File: config.mk
export PLATFORM = sky130hd
export DESIGN_NAME = frame_difference_channel
export DESIGN_NICKNAME = d
export VERILOG_FILES = /design/src/rtl/frame_difference_channel.sv
export SDC_FILE = /design/constraint.sdc
export NUM_CORES = 1
export LEC_CHECK = 0
export CAP_MARGIN = 20
export CORE_MARGIN = 2
export CORE_UTILIZATION = 25
export DETAILED_ROUTE_END_ITERATION = 6
export GPL_ROUTABILITY_DRIVEN = 0
export SLEW_MARGIN = 5
export SYNTH_ARGS = -nofsm -noshare
export SYNTH_HDL_FRONTEND = slang
export SYNTH_SLANG_ARGS = --single-unit
File: constraint.sdc
create_clock -name clk -period 2.7 [get_ports clk]
set_clock_uncertainty 0.15 [all_clocks]
set_input_delay 0.54 -clock clk [delete_from_list [all_inputs] [get_ports clk]]
set_output_delay 0.54 -clock clk [all_outputs]
set_load 0.02 [all_outputs]
File: src/rtl/frame_difference_channel.sv
// Frame-difference channel: a three-stage pipeline that computes the absolute
// difference between a current-frame pixel and its background-model pixel,
// flags it as foreground when the difference exceeds a per-pixel threshold,
// and (optionally) counts foreground pixels per frame.
//
// Optional feature macro: FRAME_DIFF_FG_COUNT_EN
//   defined   -> per-frame foreground accumulator drives fg_count/fg_count_valid
//   undefined -> fg_count and fg_count_valid are tied to 0
//
// Backpressure uses one global enable: every stage advances only when the
// output register is empty or being drained this cycle.

module frame_difference_channel #(
    parameter int CNT_W = 24
) (
    input  logic             clk,
    input  logic             rst_n,
    input  logic             in_valid,
    output logic             in_ready,
    input  logic [7:0]       frame,
    input  logic [7:0]       background,
    input  logic             in_eof,
    input  logic [7:0]       threshold,
    output logic             out_valid,
    input  logic             out_ready,
    output logic [7:0]       odiff,
    output logic             omask,
    output logic             out_eof,
    output logic [CNT_W-1:0] fg_count,
    output logic             fg_count_valid
);

    logic             en;

    logic             s1_valid;
    logic [7:0]       s1_frame;
    logic [7:0]       s1_background;
    logic [7:0]       s1_threshold;
    logic             s1_eof;

    logic             s2_valid;
    logic [7:0]       s2_diff;
    logic [7:0]       s2_threshold;
    logic             s2_eof;

    logic signed [8:0] diff_signed;
    logic signed [8:0] diff_negated;
    logic [7:0]        diff_abs;

    assign en       = !out_valid || out_ready;
    assign in_ready = en;

    // Absolute difference from a 9-bit signed subtraction; covers 0..255 exactly.
    always_comb begin
        diff_signed  = $signed({1'b0, s1_frame}) - $signed({1'b0, s1_background});
        diff_negated = -diff_signed;
        diff_abs     = diff_signed[8] ? diff_negated[7:0] : diff_signed[7:0];
    end

    // Stage 1: capture the incoming pixel, its threshold and end-of-frame marker.
    always_ff @(posedge clk or negedge rst_n) begin
        if (!rst_n) begin
            s1_valid      <= 1'b0;
            s1_frame      <= 8'd0;
            s1_background <= 8'd0;
            s1_threshold  <= 8'd0;
            s1_eof        <= 1'b0;
        end else if (en) begin
            s1_valid      <= in_valid;
            s1_frame      <= frame;
            s1_background <= background;
            s1_threshold  <= threshold;
            s1_eof        <= in_eof;
        end
    end

    // Stage 2: register the absolute difference, carrying threshold and eof along.
    always_ff @(posedge clk or negedge rst_n) begin
        if (!rst_n) begin
            s2_valid     <= 1'b0;
            s2_diff      <= 8'd0;
            s2_threshold <= 8'd0;
            s2_eof       <= 1'b0;
        end else if (en) begin
            s2_valid     <= s1_valid;
            s2_diff      <= diff_abs;
            s2_threshold <= s1_threshold;
            s2_eof       <= s1_eof;
        end
    end

    // Stage 3: output register with the strict-greater-than foreground decision.
    always_ff @(posedge clk or negedge rst_n) begin
        if (!rst_n) begin
            out_valid <= 1'b0;
            odiff     <= 8'd0;
            omask     <= 1'b0;
            out_eof   <= 1'b0;
        end else if (en) begin
            out_valid <= s2_valid;
            odiff     <= s2_diff;
            omask     <= s2_valid && (s2_diff > s2_threshold);
            out_eof   <= s2_valid && s2_eof;
        end
    end

`ifdef FRAME_DIFF_FG_COUNT_EN
    logic [CNT_W-1:0] fg_acc;
    logic [CNT_W-1:0] fg_acc_inc;
    logic             out_fire;

    assign out_fire = out_valid && out_ready;

    // Accumulator value including the pixel currently on the output, saturating.
    always_comb begin
        fg_acc_inc = fg_acc;
        if (omask && (fg_acc != {CNT_W{1'b1}})) begin
            fg_acc_inc = fg_acc + CNT_W'(1);
        end
    end

    // Count foreground transfers; publish and clear the count at end of frame.
    always_ff @(posedge clk or negedge rst_n) begin
        if (!rst_n) begin
            fg_acc         <= '0;
            fg_count       <= '0;
            fg_count_valid <= 1'b0;
        end else begin
            fg_count_valid <= 1'b0;
            if (out_fire) begin
                if (out_eof) begin
                    fg_count       <= fg_acc_inc;
                    fg_count_valid <= 1'b1;
                    fg_acc         <= '0;
                end else begin
                    fg_acc <= fg_acc_inc;
                end
            end
        end
    end
`else
    assign fg_count       = '0;
    assign fg_count_valid = 1'b0;
`endif

endmodule
# Yosys cells after proc, flatten, opt, wreduce, memory -nomap -nowiden
# Cells that the tools add are included.
# word_totals
regBits,55
latchBits,0
ramBits,0
romBits,0
in_bits,29
output_inout_bits,37
word_cells,21
n_memories,0
# op_classes
addsub,2
mul,0
n_div,0
order_cmp,1
eq_ne,0
n_shift,0
mux,1
n_bitwise,0
reduce_logical,4
# ops
operator,count
subtractor 8 x 8 -> 9 bit,1
> comparator 8 bit,1
two-way mux 8 bit,1
negation 8 bit,1
logical AND 1 bit,2
logical NOT 1 bit,1
logical OR 1 bit,1

# Depth between registers and ports, before layout
# Gate-level depths: netlist of the first run.
# logic_depth
word_depth,3
ltp_mapped,11
ltp_nobuf,11

# Worst setup path after synthesis of the first run
# Ideal clock, no wire load.
# synth_timing
path_kind,register to register
startpoint,reg s1_frame[0]
endpoint,reg s2_diff[7]
setup_time_ns,0.128
arrival_ns,2.064
required_time_ns,2.422
slack_ns,0.358
path_stages_with_launch,11
n_path_buf,0
synth_period_minus_slack_ns,2.342
cell_sequence,dfrtp_1 -> inv_1 -> ha_1 -> inv_1 -> fa_1 -> a21o_1 -> a221oi_4 -> xnor2_1 -> a211oi_2 -> nor4_1 -> nand3b_1
# synth_between
elab_chain_len,3
# synth_rtl
element,line,rtl
"start, declared",36,logic [7:0] s1_frame;
"start signal, assigned",70,s1_frame <= frame;
subtractor 8 x 8 -> 9 bit (*),55,"diff_signed = $signed({1'b0, s1_frame}) - $signed({1'b0, s1_background});"
negation 8 bit,56,diff_negated = -diff_signed;
two-way mux 8 bit (*),57,diff_abs = diff_signed[8] ? diff_negated[7:0] : diff_signed[7:0];
"end signal, assigned",86,s2_diff <= diff_abs;
"end, declared",42,logic [7:0] s2_diff;
# Mark *: on every way between the ends. The rest lies on a longest branch, timed or not.
# A chain may end at the register's enable or synchronous reset.

# Worst setup path after layout of the first run
# Ends and elaborated chain as after synthesis.

==> impl_metrics.ini, run 1 <==
[cts]
root_buffer = clkbuf_16
cts_made_buffers = 5
clk_pin_slew_ns = 0.06
cts.sinks = 55
clk_path_buf_depth = 2
clock_latency_ns = 0.28
cts_setup_buffers = 0
h-tree-depth = 2
cts_tree = done

[synth]
synth_adder_area_share_pct = 7.86
synth_area_per_cell_um2 = 8.86
synth_top_family_by_area = simple AND/OR/NAND/NOR gates
yosysWarningCount = 0
synth-compound-area-share_pct = 12.0
syn_inst = 334
ys_seq_area_share_pct = 46.5
synth-async-reset-ratio_pct = 100
syn-cell-area_mm2 = 0.00296
ys_seq_elements = 55
synth_edf_count = 0
synthMuxAreaShare_pct = 0
ys.flop_type = dfrtp_1
synthSimpleGateAreaFrac_pct = 20.3
synthXorXnorAreaFrac_pct = 2.07
synthDistinctLibCells = 45

[placed_design]
port-buffer-count = 40
dp_hpwl_um = 4320
dpl_cell_area_mm2 = 0.00340

[grt]
grt_pass1_wl_um = 10300
grt_max_degree = 70
grt_overflow = 0
antenna_found_initial = 0
grt_pass1_vias = 2237
grt_usage_pct = 9.85

[routing]
drt_wl_total_um = 5780
dr.pass1.iters = 4
drt-wirelength-per-cell_um = 11.2
vias = 2157
drtIter0Drc = 73
viasPerCell = 4.19
drc = 0
ant_nets = 0

[sta]
finalCritPeriodShare_pct = 94.0
period_needed_ns = 2.54
rsz0062_at_grt = false
max_freq_mhz = 394
relSlewSlack_pct = 54.1
max_slew.worst_pin.slew_ns = 0.688
hold_violations = 0
slew_viol_final = 0
holdWs_ns = 0.146
setup_viol = 0
finalSetupTns_ns = 0

[setup_path]
crit_type = flip-flop to flip-flop
cpPeakStageDelay_ns = 0.44
start_kind = flip-flop
slowest_stage = fa_1
r2r_end = s2_diff[7]
cp_data_required_time_ns = 2.71
crit_fanout = 3
path_common_cell = inv_1
end_kind = flip-flop
critPathTopFamily = compound AO/OA/AOI/OAI gates
cp.arrival_ns = 2.55
r2r_cells = 10
crit_chain = inv_1 -> ha_1 -> inv_1 -> fa_1 -> a21o_1 -> a221oi_4 -> xnor2_2 -> a211oi_2 -> nor4_1 -> nand3b_1
path_buf_inv = 2
rrSetupSlack_ns = 0.16
reg2reg_from = s1_frame[0]

[layout]
layout-drive-gt1-share_pct = 5.91
insertedDiodeCount = 0
final_area_mm2 = 0.00357
multi_input_area_mm2 = 0.00136
fin_util_pct = 31.1
fill_cells = 1182
nNetsFinal = 419
area_growth_pct = 20.6
ff_latch_area_mm2 = 0.00138

[die]
fp.dieW_um = 113
rows = 39
core_mm2 = 0.0115
start_util_pct = 25.8
num_io_pins = 66
die_area_mm2 = 0.0127
die_h_um = 113

[power]
power_density_mw_per_mm2 = 1040
ir_drop_mv = 0.377
total_power_uw = 3720
cellLeakagePower_uw = 0.00177

[run]
drv_cap = 0

[outcome]
run_status = finished, final reports clean

[worst_hold_path]
hp-class = primary input to asynchronous set/reset pin
-- worst max path at each step --
stage | startpoint | to | slack [ns] | depth (start not counted)
after floorplan | s1_frame[0] | s2_diff[7] | 0.36 | 10
after global placement | out_ready | in_ready | 0.24 | 4
after detailed placement | s1_frame[0] | s2_diff[7] | 0.16 | 10
after CTS | s1_frame[0] | s2_diff[7] | 0.15 | 10
after global routing | s1_frame[0] | s2_diff[5] | 0.007 | 10
final | s1_frame[0] | s2_diff[7] | 0.16 | 10
-- sequential cells by signal (all words and copies together) (netlist names) --
| name | flops |
|---|---|
| s1_threshold | 8 |
| s1_eof | 1 |
| s2_eof | 1 |
| s2_threshold | 8 |
| s2_valid | 1 |
| odiff | 8 |
| omask | 1 |
| out_eof | 1 |
| s1_valid | 1 |
| s2_diff | 8 |
| s1_frame | 8 |
| out_valid | 1 |
| s1_background | 8 |
-- metal layers --
metal  global-route usage (%)  share of wire [%]  wire length, um
met3                     1.61                4.1              237
met4                     4.23                2.0              116
met1                     12.4                 48             2750
met5                        0                  0                0
met2                     16.7                 46             2680
-- layout by cell type (no fill, tap or decap), types with 2 or more instances in the layout --
cell type | synthesis | final
xor2_1 | 3 | 3
o21ai_1 | 9 | 9
clkdlybuf4s50_1 | 0 | 39
o21ai_0 | 14 | 14
a21oi_1 | 11 | 11
xnor2_2 | 0 | 2
ha_1 | 17 | 17
buf_4 | 25 | 4
conb_1 | 1 | 25
dfrtp_1 | 55 | 55
clkbuf_16 | 0 | 5
inv_1 | 18 | 18
and3_1 | 2 | 2
xnor2_1 | 4 | 2
nand2_1 | 112 | 112
nor2_1 | 10 | 10
nand3b_1 | 2 | 2
o221ai_1 | 2 | 2
and2_1 | 2 | 2
nand3_1 | 5 | 5
a21o_1 | 6 | 6
-- through the flow --
step           instances  setup slack [ns]
3_5_place_dp         508             0.156
6_report             515             0.162
5_1_grt              515           0.00748
3_3_place_gp         508             0.244
4_1_cts              515             0.148
2_1_floorplan        358             0.358
-- what timing repair did --
item / CTS / global route
hold buffers: 0 / 0
resized for setup: 0 / 2
setup endpoints to repair: 0 / 1
endpoints found under the hold margin: 0 / 0
-- report_power, final --
| part | total (uW) | switching (uW) | internal (uW) | leakage, uW |
|---|---|---|---|---|
| logic | 1750 | 1000 | 750 | 0.00103 |
| clock network | 694 | 261 | 433 | 0.0000769 |
| registers | 1270 | 160 | 1110 | 0.000663 |
-- synth_stat cells, types with 2 or more instances --
cell | n | share of area [%]
xnor2_1 | 4 | 1.2
a21oi_1 | 11 | 1.9
o21ai_0 | 14 | 2.4
nand3b_1 | 2 | 0.51
nand2_1 | 112 | 14
o21ai_1 | 9 | 1.5
and2_1 | 2 | 0.42
inv_1 | 18 | 2.3
xor2_1 | 3 | 0.89
o221ai_1 | 2 | 0.59
dfrtp_1 | 55 | 46
clkbuf_1 | 9 | 1.1
nand3_1 | 5 | 0.85
nor2_1 | 10 | 1.3
a21o_1 | 6 | 1.5
and3_1 | 2 | 0.42
ha_1 | 17 | 7.2
buf_6 | 2 | 0.76
buf_4 | 25 | 6.3
-- logic make-up after synthesis --
logic type	count (synthesis)
compound gates	54
xor+xnor	7
fa+ha+maj	18
buf+inv	56
flops	55
other cells	1
simple gates	143
-- final cells by class --
| type | count | share of cell area (%) |
|---|---|---|
| timing repair buffer | 44 | 11.9 |
| clock buffer | 6 | 3.61 |
| clock inverter | 1 | 0.841 |
| tap | 143 | 5.01 |
| multi-input combinational | 247 | 38.1 |
| inverter | 19 | 2.00 |
| sequential | 55 | 38.5 |
-- worst register-to-register path: cells and delay by family (launching register included) --
kind | cells | cell delay [ns]
buf+inv | 2 | 0.13
compound gates | 3 | 0.78
fa+ha+maj | 2 | 0.62
simple gates | 2 | 0.24
xor+xnor | 1 | 0.13
flops | 1 | 0.36
Note: power is estimated with default switching activity, not from simulation.
==> run 2, diff against run 1 <==
--- a/config.mk
+++ b/config.mk
@@ -8,6 +8,7 @@
 export CAP_MARGIN = 20
 export CORE_MARGIN = 2
 export CORE_UTILIZATION = 25
+export CTS_CLUSTER_SIZE = 12
 export DETAILED_ROUTE_END_ITERATION = 6
 export GPL_ROUTABILITY_DRIVEN = 0
 export SLEW_MARGIN = 5
==> results of run 2 <==
No change in the layout: final DEF, timing and power equal those of run 1.
==> run 3, diff against run 2 <==
--- a/config.mk
+++ b/config.mk
@@ -10,7 +10,7 @@
 export CORE_UTILIZATION = 25
 export CTS_CLUSTER_SIZE = 12
 export DETAILED_ROUTE_END_ITERATION = 6
-export GPL_ROUTABILITY_DRIVEN = 0
+export GPL_ROUTABILITY_DRIVEN = 1
 export SLEW_MARGIN = 5
 export SYNTH_ARGS = -nofsm -noshare
 export SYNTH_HDL_FRONTEND = slang
==> results of run 3 <==
No change in the layout: final DEF, timing and power equal those of run 1.
